[src/rtl/vga_timing_pkg.sv]
// Shared 640x480@60 timing constants and the test-pattern mode type for the VGA pattern controller.
package vga_timing_pkg;

   localparam int H_VIS  = 640;
   localparam int H_FP   = 16;
   localparam int H_SYNC = 96;
   localparam int H_BP   = 48;
   localparam int H_TOT  = H_VIS + H_FP + H_SYNC + H_BP;

   localparam int V_VIS  = 480;
   localparam int V_FP   = 10;
   localparam int V_SYNC = 2;
   localparam int V_BP   = 33;
   localparam int V_TOT  = V_VIS + V_FP + V_SYNC + V_BP;

   localparam int H_SYNC_START = H_VIS + H_FP;
   localparam int H_SYNC_END   = H_SYNC_START + H_SYNC;
   localparam int V_SYNC_START = V_VIS + V_FP;
   localparam int V_SYNC_END   = V_SYNC_START + V_SYNC;

   localparam int CNT_W = 10;
   localparam int BAR_W = 80;

   typedef enum logic [1:0] {
      PAT_XOR   = 2'd0,
      PAT_BARS  = 2'd1,
      PAT_RAMP  = 2'd2,
      PAT_WHITE = 2'd3
   } pat_mode_e;

endpackage

[src/rtl/vga_sync_gen.sv]
// Horizontal/vertical pixel counters with combinational blank, sync and frame strobes.
module vga_sync_gen
   import vga_timing_pkg::*;
#(
   parameter int H_VISIBLE = H_VIS,
   parameter int H_FRONT   = H_FP,
   parameter int H_SYNC_W  = H_SYNC,
   parameter int H_BACK    = H_BP,
   parameter int V_VISIBLE = V_VIS,
   parameter int V_FRONT   = V_FP,
   parameter int V_SYNC_W  = V_SYNC,
   parameter int V_BACK    = V_BP
)(
   input  logic             clk,
   input  logic             rst_n,
   output logic [CNT_W-1:0] h,
   output logic [7:0]       v_lo,
   output logic             hblank,
   output logic             vblank,
   output logic             hsync,
   output logic             vsync,
   output logic             frame_start,
   output logic             frame_end
);

   localparam int H_TOTAL = H_VISIBLE + H_FRONT + H_SYNC_W + H_BACK;
   localparam int V_TOTAL = V_VISIBLE + V_FRONT + V_SYNC_W + V_BACK;

   localparam logic [CNT_W-1:0] H_LAST   = CNT_W'(H_TOTAL - 1);
   localparam logic [CNT_W-1:0] V_LAST   = CNT_W'(V_TOTAL - 1);
   localparam logic [CNT_W-1:0] H_VIS_L  = CNT_W'(H_VISIBLE);
   localparam logic [CNT_W-1:0] V_VIS_L  = CNT_W'(V_VISIBLE);
   localparam logic [CNT_W-1:0] HS_START = CNT_W'(H_VISIBLE + H_FRONT);
   localparam logic [CNT_W-1:0] HS_END   = CNT_W'(H_VISIBLE + H_FRONT + H_SYNC_W);
   localparam logic [CNT_W-1:0] VS_START = CNT_W'(V_VISIBLE + V_FRONT);
   localparam logic [CNT_W-1:0] VS_END   = CNT_W'(V_VISIBLE + V_FRONT + V_SYNC_W);

   logic [CNT_W-1:0] h_q, h_d;
   logic [CNT_W-1:0] v_q, v_d;

   always_comb begin
      h_d = h_q + CNT_W'(1);
      v_d = v_q;
      if (h_q == H_LAST) begin
         h_d = '0;
         v_d = (v_q == V_LAST) ? '0 : v_q + CNT_W'(1);
      end
   end

   always_ff @(posedge clk or negedge rst_n) begin
      if (!rst_n) begin
         h_q <= '0;
         v_q <= '0;
      end else begin
         h_q <= h_d;
         v_q <= v_d;
      end
   end

   assign h           = h_q;
   assign v_lo        = v_q[7:0];
   assign hblank      = (h_q >= H_VIS_L);
   assign vblank      = (v_q >= V_VIS_L);
   assign hsync       = !((h_q >= HS_START) && (h_q < HS_END));
   assign vsync       = !((v_q >= VS_START) && (v_q < VS_END));
   assign frame_start = (h_q == '0) && (v_q == '0);
   assign frame_end   = (h_q == H_LAST) && (v_q == V_LAST);

endmodule

[src/rtl/vga_pattern_controller.sv]
// VGA timing plus selectable test pattern, all outputs in one aligned register stage.
// Optional frame-counter animation is built when VGA_PATTERN_ANIM_EN is defined.
module vga_pattern_controller
   import vga_timing_pkg::*;
#(
   parameter int H_VISIBLE = H_VIS,
   parameter int H_FRONT   = H_FP,
   parameter int H_SYNC_W  = H_SYNC,
   parameter int H_BACK    = H_BP,
   parameter int V_VISIBLE = V_VIS,
   parameter int V_FRONT   = V_FP,
   parameter int V_SYNC_W  = V_SYNC,
   parameter int V_BACK    = V_BP
)(
   input  logic       clk,
   input  logic       rst_n,
   input  logic [1:0] mode,
   output logic       hsync,
   output logic       vsync,
   output logic       hblank,
   output logic       vblank,
   output logic [7:0] r,
   output logic [7:0] g,
   output logic [7:0] b
);

   logic [CNT_W-1:0] h;
   logic [7:0]       v_lo;
   logic             hblank_c, vblank_c, hsync_c, vsync_c;
   logic             frame_start, frame_end;

   vga_sync_gen #(
      .H_VISIBLE (H_VISIBLE),
      .H_FRONT   (H_FRONT),
      .H_SYNC_W  (H_SYNC_W),
      .H_BACK    (H_BACK),
      .V_VISIBLE (V_VISIBLE),
      .V_FRONT   (V_FRONT),
      .V_SYNC_W  (V_SYNC_W),
      .V_BACK    (V_BACK)
   ) u_sync (
      .clk         (clk),
      .rst_n       (rst_n),
      .h           (h),
      .v_lo        (v_lo),
      .hblank      (hblank_c),
      .vblank      (vblank_c),
      .hsync       (hsync_c),
      .vsync       (vsync_c),
      .frame_start (frame_start),
      .frame_end   (frame_end)
   );

   // armed_q stays low for the first frame after reset so that frame shows pattern 0.
   logic      armed_q, armed_d;
   pat_mode_e mode_q, mode_d, mode_sel;
   logic      capture;

   always_comb begin
      armed_d  = armed_q | frame_end;
      capture  = frame_start & armed_q;
      mode_sel = capture ? pat_mode_e'(mode) : mode_q;
      mode_d   = mode_sel;
   end

   logic [7:0] anim_off;
   logic [2:0] bar_off;

`ifdef VGA_PATTERN_ANIM_EN
   logic [7:0] fc_q, fc_d;

   always_comb begin
      fc_d = frame_end ? fc_q + 8'd1 : fc_q;
   end

   always_ff @(posedge clk or negedge rst_n) begin
      if (!rst_n) fc_q <= '0;
      else        fc_q <= fc_d;
   end

   assign anim_off = fc_q;
   assign bar_off  = fc_q[7:5];
`else
   assign anim_off = 8'd0;
   assign bar_off  = 3'd0;
`endif

   logic [2:0] bar_k;
   logic [7:0] r_d, g_d, b_d;

   always_comb begin
      bar_k = '0;
      for (int i = 1; i < 8; i++) begin
         if (h >= CNT_W'(BAR_W * i)) bar_k = 3'(i);
      end
      bar_k = bar_k + bar_off;

      r_d = 8'h00;
      g_d = 8'h00;
      b_d = 8'h00;
      if (!(hblank_c || vblank_c)) begin
         case (mode_sel)
            PAT_XOR: begin
               r_d = h[7:0] + anim_off;
               g_d = v_lo + anim_off;
               b_d = h[7:0] ^ v_lo;
            end
            PAT_BARS: begin
               r_d = {8{bar_k[2]}};
               g_d = {8{bar_k[1]}};
               b_d = {8{bar_k[0]}};
            end
            PAT_RAMP: begin
               r_d = h[9:2];
               g_d = h[9:2];
               b_d = h[9:2];
            end
            default: begin
               r_d = 8'hFF;
               g_d = 8'hFF;
               b_d = 8'hFF;
            end
         endcase
      end
   end

   logic       hsync_q, vsync_q, hblank_q, vblank_q;
   logic [7:0] r_q, g_q, b_q;

   always_ff @(posedge clk or negedge rst_n) begin
      if (!rst_n) begin
         armed_q  <= 1'b0;
         mode_q   <= PAT_XOR;
         hsync_q  <= 1'b1;
         vsync_q  <= 1'b1;
         hblank_q <= 1'b1;
         vblank_q <= 1'b1;
         r_q      <= 8'h00;
         g_q      <= 8'h00;
         b_q      <= 8'h00;
      end else begin
         armed_q  <= armed_d;
         mode_q   <= mode_d;
         hsync_q  <= hsync_c;
         vsync_q  <= vsync_c;
         hblank_q <= hblank_c;
         vblank_q <= vblank_c;
         r_q      <= r_d;
         g_q      <= g_d;
         b_q      <= b_d;
      end
   end

   assign hsync  = hsync_q;
   assign vsync  = vsync_q;
   assign hblank = hblank_q;
   assign vblank = vblank_q;
   assign r      = r_q;
   assign g      = g_q;
   assign b      = b_q;

endmodule

[config.mk]
export PLATFORM = sky130hd
export DESIGN_NAME = vga_pattern_controller
export DESIGN_NICKNAME = d
export VERILOG_FILES = /design/src/rtl/vga_timing_pkg.sv /design/src/rtl/vga_sync_gen.sv /design/src/rtl/vga_pattern_controller.sv
export SDC_FILE = /design/constraint.sdc
export NUM_CORES = 1
export LEC_CHECK = 0
export ABC_AREA = 1
export CAP_MARGIN = 0
export CORE_MARGIN = 2
export CORE_UTILIZATION = 58
export DETAILED_ROUTE_END_ITERATION = 8
export PLACE_DENSITY = 0.93
export SETUP_SLACK_MARGIN = 0.1
export SLEW_MARGIN = 30
export SYNTH_ARGS = -nofsm -noshare
export SYNTH_HDL_FRONTEND = slang
export SYNTH_SLANG_ARGS = --single-unit
[constraint.sdc]
create_clock -name clk -period 3.6 [get_ports clk]
set_clock_uncertainty 0.1 [all_clocks]
set_input_delay 0.72 -clock clk [delete_from_list [all_inputs] [get_ports clk]]
set_output_delay 0.72 -clock clk [all_outputs]
set_load 0.01 [all_outputs]
=== Word level (Yosys, flattened, before mapping) ===
Cells that the tools add are included.

* Bits in latches: 0
* Bits of input ports: 4
* Flip-flop bits (word level): 51
* Word-level logic and storage cells: 59
* Memories: 0
* Output and inout port bits: 28
* Memory bits (read-only): 0
* Memory bits (writable): 0

* Multiply operators: 0
* Muxes and demuxes: 16
* Magnitude comparators: 13
* Shift-type cells: 0
* Reductions and logical operators: 10
* Add/sub/neg operators: 2
* Divide/modulo/power cells: 0
* Equality and inequality tests: 4
* Bitwise logic cells: 3

{| class="wikitable"
|+ Operators by type and width
! cell !! count
|-
| one-hot mux 8 bit (3 select lines) || 3
|-
| greater-or-equal comparator 10 x 9 -> 1 bit (second input constant) || 5
|-
| greater-or-equal comparator 10 bit (second input constant) || 3
|-
| two-way mux 8 bit || 3
|-
| adder 10 x 1 -> 10 bit (second input constant) || 2
|-
| == test 10 bit (second input constant) || 2
|-
| greater-or-equal comparator 10 x 8 -> 1 bit (second input constant) || 2
|-
| logical NOT 10 bit || 2
|-
| two-way mux 10 bit || 2
|-
| two-way mux 3 bit || 5
|-
| greater-or-equal comparator 10 x 7 -> 1 bit (second input constant) || 1
|-
| less-than comparator 10 bit (second input constant) || 1
|-
| less-than comparator 10 x 9 -> 1 bit (second input constant) || 1
|-
| XOR 8 bit || 1
|-
| logical AND 1 bit || 4
|-
| two-way mux 2 bit || 2
|-
| == test 2 x 1 -> 1 bit (second input constant) || 1
|-
| == test 2 bit (second input constant) || 1
|-
| logical NOT 1 bit || 2
|-
| logical NOT 2 bit || 1
|-
| AND 1 bit || 1
|-
| logical OR 1 bit || 1
|-
| two-way mux 1 bit || 1
|-
| OR 1 bit || 1
|}

=== Longest topological paths before layout ===
Gate-level depths: netlist (run 1).

* Word-level depth: 10
* Gate-level depth with buffers: 13
* Depth with buffers taken out: 12

=== Hierarchy ===
Synthesis (run 1) repeated with hierarchy kept, for this count alone.

* Cell total of the unflattened synthesis: 352
* Area total of the unflattened synthesis: 2,807.7 µm²

{| class="wikitable"
|+ By module, submodules not included
! module !! instances !! cells each !! sequential area each (µm²) !! area an instance (µm²)
|-
| vga_pattern_controller || 1 || 171 || 780.7 || 1,480.2
|-
| vga_sync_gen || 1 || 181 || 500.5 || 1,327.5
|}

=== Least setup slack after synthesis (run 1) ===
No wires, ideal clock.

* Kind: register to register
* From: register u_sync.v_q[0]
* To: register b_q[0], in the netlist b[0]
* Cell stages (with the launch flop): 12
* Data arrival time: 1.635 ns
* Period minus slack after synthesis: 1.859 ns
* Path slack: 1.741 ns
* Path buffers: 0
* Library setup time: 0.124 ns
* Required time: 3.376 ns
* Cell sequence: dfrtp_1 -> inv_1 -> ha_1 -> nand3_1 -> nor2_4 -> nand4_2 -> nand2_4 -> clkinv_4 -> nand2_2 -> nand2_1 -> nor2_1 -> nor2_1

* Cells in the longest elaborated chain, start to end: 7

{| class="wikitable"
|+ RTL lines
! what !! RTL line !! RTL
|-
| from (decl) || vga_sync_gen.sv:39 || <nowiki>logic [CNT_W-1:0] v_q, v_d;</nowiki>
|-
| from (signal assigned) || vga_sync_gen.sv:56 || <nowiki>v_q <= v_d;</nowiki>
|-
| logical NOT 10 bit (*) || vga_sync_gen.sv:66 || <nowiki>assign frame_start = (h_q == '0) && (v_q == '0);</nowiki>
|-
| logical AND 1 bit (*) || vga_sync_gen.sv:66 ||
|-
| AND 1 bit (*) || vga_pattern_controller.sv:61 || <nowiki>capture = frame_start & armed_q;</nowiki>
|-
| two-way mux 2 bit (*) || vga_pattern_controller.sv:62 || <nowiki>mode_sel = capture ? pat_mode_e'(mode) : mode_q;</nowiki>
|-
| named net mode_d[1] || vga_pattern_controller.sv:56 || <nowiki>pat_mode_e mode_q, mode_d, mode_sel;</nowiki>
|-
| == test 2 bit (tied with other cells) || vga_pattern_controller.sv:102 || <nowiki>case (mode_sel)</nowiki>
|-
| one-hot mux 8 bit (3 select lines) (*) || vga_pattern_controller.sv:102 ||
|-
| two-way mux 8 bit (*) || vga_pattern_controller.sv:101 || <nowiki>if (!(hblank_c || vblank_c)) begin</nowiki>
|-
| named net b_d[0] || vga_pattern_controller.sv:89 || <nowiki>logic [7:0] r_d, g_d, b_d;</nowiki>
|-
| to (signal assigned) || vga_pattern_controller.sv:140 || <nowiki>b_q <= 8'h00;</nowiki>
|-
| to (signal assigned) || vga_pattern_controller.sv:150 || <nowiki>b_q <= b_d;</nowiki>
|-
| to (decl) || vga_pattern_controller.sv:128 || <nowiki>logic [7:0] r_q, g_q, b_q;</nowiki>
|}

The timed path passes the listed nets; every way through them passes the cells marked *.
A chain may end at the register's enable or synchronous reset.

=== Worst setup path in the final report (run 1) ===
* From: register u_sync.v_q[0]
* To: register g_q[0], in the netlist g[0]

* Cells in the longest elaborated chain, start to end: 7

{| class="wikitable"
|+ RTL lines
! what !! RTL line !! RTL
|-
| logical NOT 10 bit || vga_sync_gen.sv:66 ||
|-
| logical AND 1 bit || vga_sync_gen.sv:66 ||
|-
| AND 1 bit || vga_pattern_controller.sv:61 ||
|-
| two-way mux 2 bit || vga_pattern_controller.sv:62 ||
|-
| == test 2 bit (tied with other cells) || vga_pattern_controller.sv:102 ||
|-
| one-hot mux 8 bit (3 select lines) || vga_pattern_controller.sv:102 ||
|-
| two-way mux 8 bit (*) || vga_pattern_controller.sv:101 ||
|-
| named net g_d[0] || vga_pattern_controller.sv:89 ||
|-
| to (signal assigned) || vga_pattern_controller.sv:149 || <nowiki>g_q <= g_d;</nowiki>
|-
| to (decl) || vga_pattern_controller.sv:128 ||
|}

Marks and branches as above.

==> results of run 1 <==
==> final timing paths <==
kind / from / end / slack [ns] / depth (start not counted)
min in group clk: armed_q / armed_q / 0.43 / 1
max in group asynchronous: rst_n / g[7] / 2.66 / 1
setup / recovery: u_sync.v_q[0] / g[0] / 1.35 / 10
setup reg to reg: u_sync.v_q[0] / g[0] / 1.35 / 10
hold / removal: rst_n / b[6] / 0.32 / 1
hold reg to reg: armed_q / armed_q / 0.43 / 1
==> logic make-up (layout without fill, tap and decap cells) <==
group,count (synthesis),after routing,synth area share (%)
and+or+nand+nor,207,207,36.3
xor gates and xnor gates,14,14,4.11
DFF,51,51,43.0
adders and majority gates,4,4,1.68
buffers and inverters,65,94,10.2
AOI/OAI and AO/OA,21,21,4.78
==> layer usage <==
| metal | share of wire (%) | wire (um) |
|---|---|---|
| met2 | 48 | 3070 |
| met5 | 0 | 0 |
| met4 | 4.4 | 281 |
| met1 | 43 | 2720 |
| met3 | 4.9 | 314 |
==> worst reg2reg max path: stages (launching register included) <==
cell and delay [ns]:
dfrtp_1 0.47, inv_1 0.13, ha_1 0.20, nand3_1 0.13
nor2_4 0.16, nand4_2 0.13, nand2_4 0.29, nand3_2 0.28
nand3_1 0.17, nand2_1 0.07, inv_1 0.05
==> final cells by class <==
type                       instances  area (um2)  area share (%)
inverter                          54         208            6.12
clock buffer                       7        76.3            2.25
timing repair buffer              32         315            9.29
sequential                        51        1280            37.7
tap                               70        87.6            2.58
clock inverter                     1        30.0           0.884
multi-input combinational        246        1400            41.2
==> flip-flops by register name (all words and copies together) (netlist names), 2 cells and up <==
register    cells
g               8
u_sync.h       10
r               8
u_sync.v_q     10
mode_q          2
b               8
==> per-stage QoR <==
| stage | utilization [%] | total power (uW) | instances | instance area, um2 |
|---|---|---|---|---|
| after detailed placement | 65.2 | 599 | 453 | 3290 |
| after global placement | 65.2 | 599 | 453 | 3290 |
| final | 67.3 | 977 | 461 | 3400 |
| after CTS | 67.3 | 986 | 461 | 3400 |
| after global routing | 67.3 | 1010 | 461 | 3400 |
| after floorplan | - | 584 | 362 | 2980 |
==> synth_stat cells, types with 2 or more instances <==
cell type / number / area, um2
nand3_2: 5 / 50.1
nor3_1: 5 / 25.0
o21ai_0: 6 / 30.0
xor2_1: 14 / 123
a31oi_1: 2 / 12.5
nand4_1: 4 / 25.0
dfstp_2: 4 / 105
inv_1: 46 / 173
a21oi_1: 7 / 35.0
ha_1: 4 / 50.1
buf_4: 4 / 30.0
nand3_1: 61 / 305
nor2_4: 7 / 78.8
buf_6: 5 / 56.3
nand2_1: 59 / 221
nand2_2: 13 / 81.3
dfrtp_1: 47 / 1180
nor2_1: 39 / 146
nor2_2: 4 / 25.0
inv_2: 7 / 26.3
nor4_1: 2 / 12.5
nand2_4: 3 / 33.8
==> placed cells by master, fill, tap and decap left out, types with 2 or more instances in the layout <==
cell type	Yosys	routed
nor2_4	7	7
clkbuf_1	1	2
nand2_2	13	13
xor2_1	14	14
nand2_1	59	59
clkbuf_8	0	5
nor2_1	39	39
nor3_1	5	5
dfrtp_1	47	47
o21ai_0	6	6
nand3_1	61	61
nor2_2	4	4
inv_2	7	7
ha_1	4	4
clkdlybuf4s50_1	0	30
a31oi_1	2	2
buf_4	4	2
dfstp_2	4	4
nand2_4	3	3
nand3_2	5	5
nand4_1	4	4
a21oi_1	7	7
nor4_1	2	2
inv_1	46	46
==> power breakdown <==
group | total (uW) | internal (uW) | switching, uW
clock network | 390 | 208 | 182
registers | 573 | 573 | 0
logic | 14.5 | 2.68 | 11.8
==> flow_summary.json, run 1 <==
{
  "synth_ff_type": "dfrtp_1",
  "worst_slack_ns": 1.35,
  "ir_drop_v": 0.000207,
  "worstMarginPinSlew_ns": 0.616,
  "areaGrowthSynthToFinish_pct": 13.9,
  "path_delay_family": "simple AND/OR/NAND/NOR gates",
  "cp-end-kind": "flip-flop",
  "synth_cell_types": 36,
  "cellPowerDensity_mw_per_mm2": 288,
  "drc_errors": 0,
  "async_reset_ff_share_pct": 100,
  "grt_max_degree": 52,
  "firstDrtPassIters": 5,
  "critPathRequiredTime_ns": 3.75,
  "max_cap_violations": 0,
  "gp_congestion": 0.903,
  "synth_area_mm2": 0.00298,
  "crit_fanout": 28,
  "grt_first_pass_wirelength_mm": 10.8,
  "cts_buffer_depth": 2,
  "grtUsageMet1_pct": 34.0,
  "slew_headroom_pct": 58.9,
  "timing.fmax_mhz": 444,
  "ys_warn_count": 0,
  "avgRoutedWirePerCell_um": 13.9,
  "ios": 32,
  "initial_utilization_pct": 59.1,
  "ctsResizeCount": 0,
  "critPathLaunchType": "flip-flop",
  "vias_per_cell": 5.29,
  "path_clk_slew_ns": 0.10,
  "synth_cells": 362,
  "slew_viol_final": 0,
  "synth-edff-count": 0,
  "grt_use_met2_pct": 40.5,
  "root_buffer": "clkbuf_8",
  "rsz0062_at_grt": "no",
  "worstPathCellList": "inv_1, ha_1, nand3_1, nor2_4, nand4_2, nand2_4, nand3_2, nand3_1, nand2_1, inv_1",
  "slowest_stage": "dfrtp_1",
  "cp_num_buf_inv": 2,
  "clock_sinks": 51,
  "hold_class": "input port to async pin",
  "crit_arrival_ns": 2.40,
  "antenna_found_initial": 0,
  "die_w_um": 75.7,
  "leakagePower_uw": 0.00183,
  "vias": 2437,
  "grtUsageMet3_pct": 4.10,
  "grt_overflow": 0,
  "status": "completed",
  "drive_above_1_share_pct": 15.3,
  "placementRows": 26,
  "top_usage_layer": "met2",
  "fin_crit_sh_pct": 62.6,
  "synth_fp_nets": 370,
  "crit_type": "flip-flop to flip-flop",
  "ys_ff_latch": 51,
  "cts.repair_timing.setup_buffer_count": 0,
  "hold_violations": 0,
  "slowest_delay_ns": 0.47,
  "fin_setup_tns_ns": 0,
  "antenna_left": 0,
  "hpwl_mm": 4.70,
  "finalCriticalPeriod_ns": 2.25,
  "totalWireLength_mm": 6.39,
  "syn_area_per_cell_um2": 8.24,
  "clock_latency_ns": 0.31,
  "fillers": 428,
  "grt_pass1_vias": 2303,
  "fin_nets": 398,
  "finalSetupViolCount": 0,
  "cts_tree": "yes",
  "pre_cts_slack_ns": 1.25,
  "insertedDiodeCount": 0,
  "numPortBuffers": 31,
  "core_mm2": 0.00504,
  "die_h_um": 75.7,
  "cts_buffers": 5,
  "die_area_mm2": 0.00573,
  "synth-seq-area-share_pct": 43.0,
  "hold_buffers": 0,
  "grt_use_total_pct": 25.4,
  "h-tree-depth": 2,
  "fin_hold_ws_ns": 0.318,
  "drtIter0Drc": 153
}
Power figures use the tool's default switching activity.
==> inputs of run 2 (changes only) <==
- CORE_UTILIZATION: 58 -> 57
- PLACE_DENSITY: 0.93 -> 0.91
- clock period: 3.6 -> 2.3 ns (I/O delays scaled with it)
==> flow_summary.json, run 2 (same netlist as run 1, synthesis figures left out) <==
{
  "status": "complete, but fails checks",
  "violations": "hold timing",
  "vias_per_cell": 5.36,
  "critPathRequiredTime_ns": 2.39,
  "crit_fanout": 7,
  "hold_violations": 12,
  "numPortBuffers": 31,
  "cts_tree": "yes",
  "cts_buffers": 5,
  "fillers": 426,
  "antenna_found_initial": 0,
  "drtIter0Drc": 276,
  "finalSetupViolCount": 0,
  "cellPowerDensity_mw_per_mm2": 419,
  "die_area_mm2": 0.00583,
  "placementRows": 26,
  "final_common_cell": "nand3_1",
  "cp-end-kind": "flip-flop",
  "gp_congestion": 0.904,
  "cp_num_buf_inv": 0,
  "hpwl_mm": 5.06,
  "worstPathCellList": "ha_1, nand2_1, nor2_4, nand4_1, nor2_1, nand3_1, nor2_2, nand3_1, nand2_1, a21oi_1",
  "crit_type": "flip-flop to flip-flop",
  "max_cap_violations": 0,
  "initial_utilization_pct": 58.8,
  "die_w_um": 76.3,
  "slowest_stage": "dfrtp_2",
  "fin_nets": 407,
  "clock_latency_ns": 0.30,
  "grt_pass1_vias": 2335,
  "slew_viol_final": 0,
  "grt_use_met2_pct": 38.3,
  "antenna_left": 0,
  "hold_class": "input port to async pin",
  "path_delay_family": "simple AND/OR/NAND/NOR gates",
  "leakagePower_uw": 0.00187,
  "grt_use_total_pct": 23.7,
  "fin_crit_sh_pct": 86.7,
  "grt_first_pass_wirelength_mm": 11.1,
  "die_h_um": 76.3,
  "cts_buffer_depth": 2,
  "grtUsageMet1_pct": 31.9,
  "finalCriticalPeriod_ns": 1.99,
  "rrSetupSlack_ns": 0.31,
  "final_area_mm2": 0.00349,
  "vias": 2520,
  "clock_sinks": 51,
  "layout_common_cells": "nand3_1 (61), nand2_1 (59), inv_1 (46), dfrtp_1 (43), nor2_1 (38)",
  "path_clk_slew_ns": 0.09,
  "core_mm2": 0.00507,
  "root_buffer": "clkbuf_8",
  "worstMarginPinSlew_ns": 0.504,
  "drc_errors": 0,
  "slew_headroom_pct": 66.4,
  "rsz0062_at_grt": "yes",
  "h-tree-depth": 2,
  "avgRoutedWirePerCell_um": 14.1,
  "grt_overflow": 0,
  "insertedDiodeCount": 0,
  "critPathLaunchType": "flip-flop",
  "totalWireLength_mm": 6.61,
  "place_area_mm2": 0.00335,
  "timing.fmax_mhz": 501,
  "crit_arrival_ns": 2.08,
  "firstDrtPassIters": 6,
  "fin_hold_ws_ns": -0.00866,
  "ir_drop_v": 0.000188,
  "grt_max_degree": 25,
  "areaGrowthSynthToFinish_pct": 16.9,
  "slowest_delay_ns": 0.42,
  "top_usage_layer": "met2",
  "ios": 32,
  "drive_above_1_share_pct": 19.0,
  "grtUsageMet3_pct": 3.67,
  "fin_setup_tns_ns": 0
}
-- run 2: final timing paths --
kind,start,end,cells after the start
min in group clk,armed_q,armed_q,1
max in group asynchronous,rst_n,vblank,2
max reg2reg,u_sync.h[0],u_sync.v_q[8],10
min,rst_n,b[5],1
min reg2reg,armed_q,armed_q,1
max,u_sync.h[0],u_sync.v_q[8],10
-- run 2: cell type report --
cell class	count	area (um2)	share of cell area, %
multi-input cells	246	1400	40.2
flip-flops and latches	51	1290	36.9
repair buffers	41	405	11.6
inverters	54	208	5.96
well taps	70	87.6	2.51
clock buffers	6	82.6	2.37
clock inverters	2	16.3	0.467
-- run 2: timing repair --
item,4_1_cts,5_1_grt
hold buffers,0,0
setup buffers,0,4
gates resized for setup,0,5
endpoints found under the setup margin,0,19
-- run 2: metal layers --
metal,share of wire [%],vias up
li1,-,1223
met1,42,1149
met2,48,131
met3,6.8,17
met4,3.1,0
met5,0,-
-- run 2: metrics by stage --
step / instances / total power, uW / util [%] / setup slack (ns)
floorplan: 362 / 914 / - / 0.441
global placement: 458 / 939 / 66.0 / 0.276
detailed placement: 458 / 940 / 66.0 / 0.241
CTS: 466 / 1480 / 67.9 / 0.220
global route: 470 / 1520 / 68.7 / 0.0912
finish: 470 / 1460 / 68.7 / 0.306
-- run 2: report_power, final --
group / internal [uW] / total (uW) / switching, uW / leakage, uW
Combinational: 5.93 / 25.3 / 19.4 / 0.00115
Sequential: 896 / 896 / 0 / 0.000674
Clock: 246 / 539 / 294 / 0.0000474
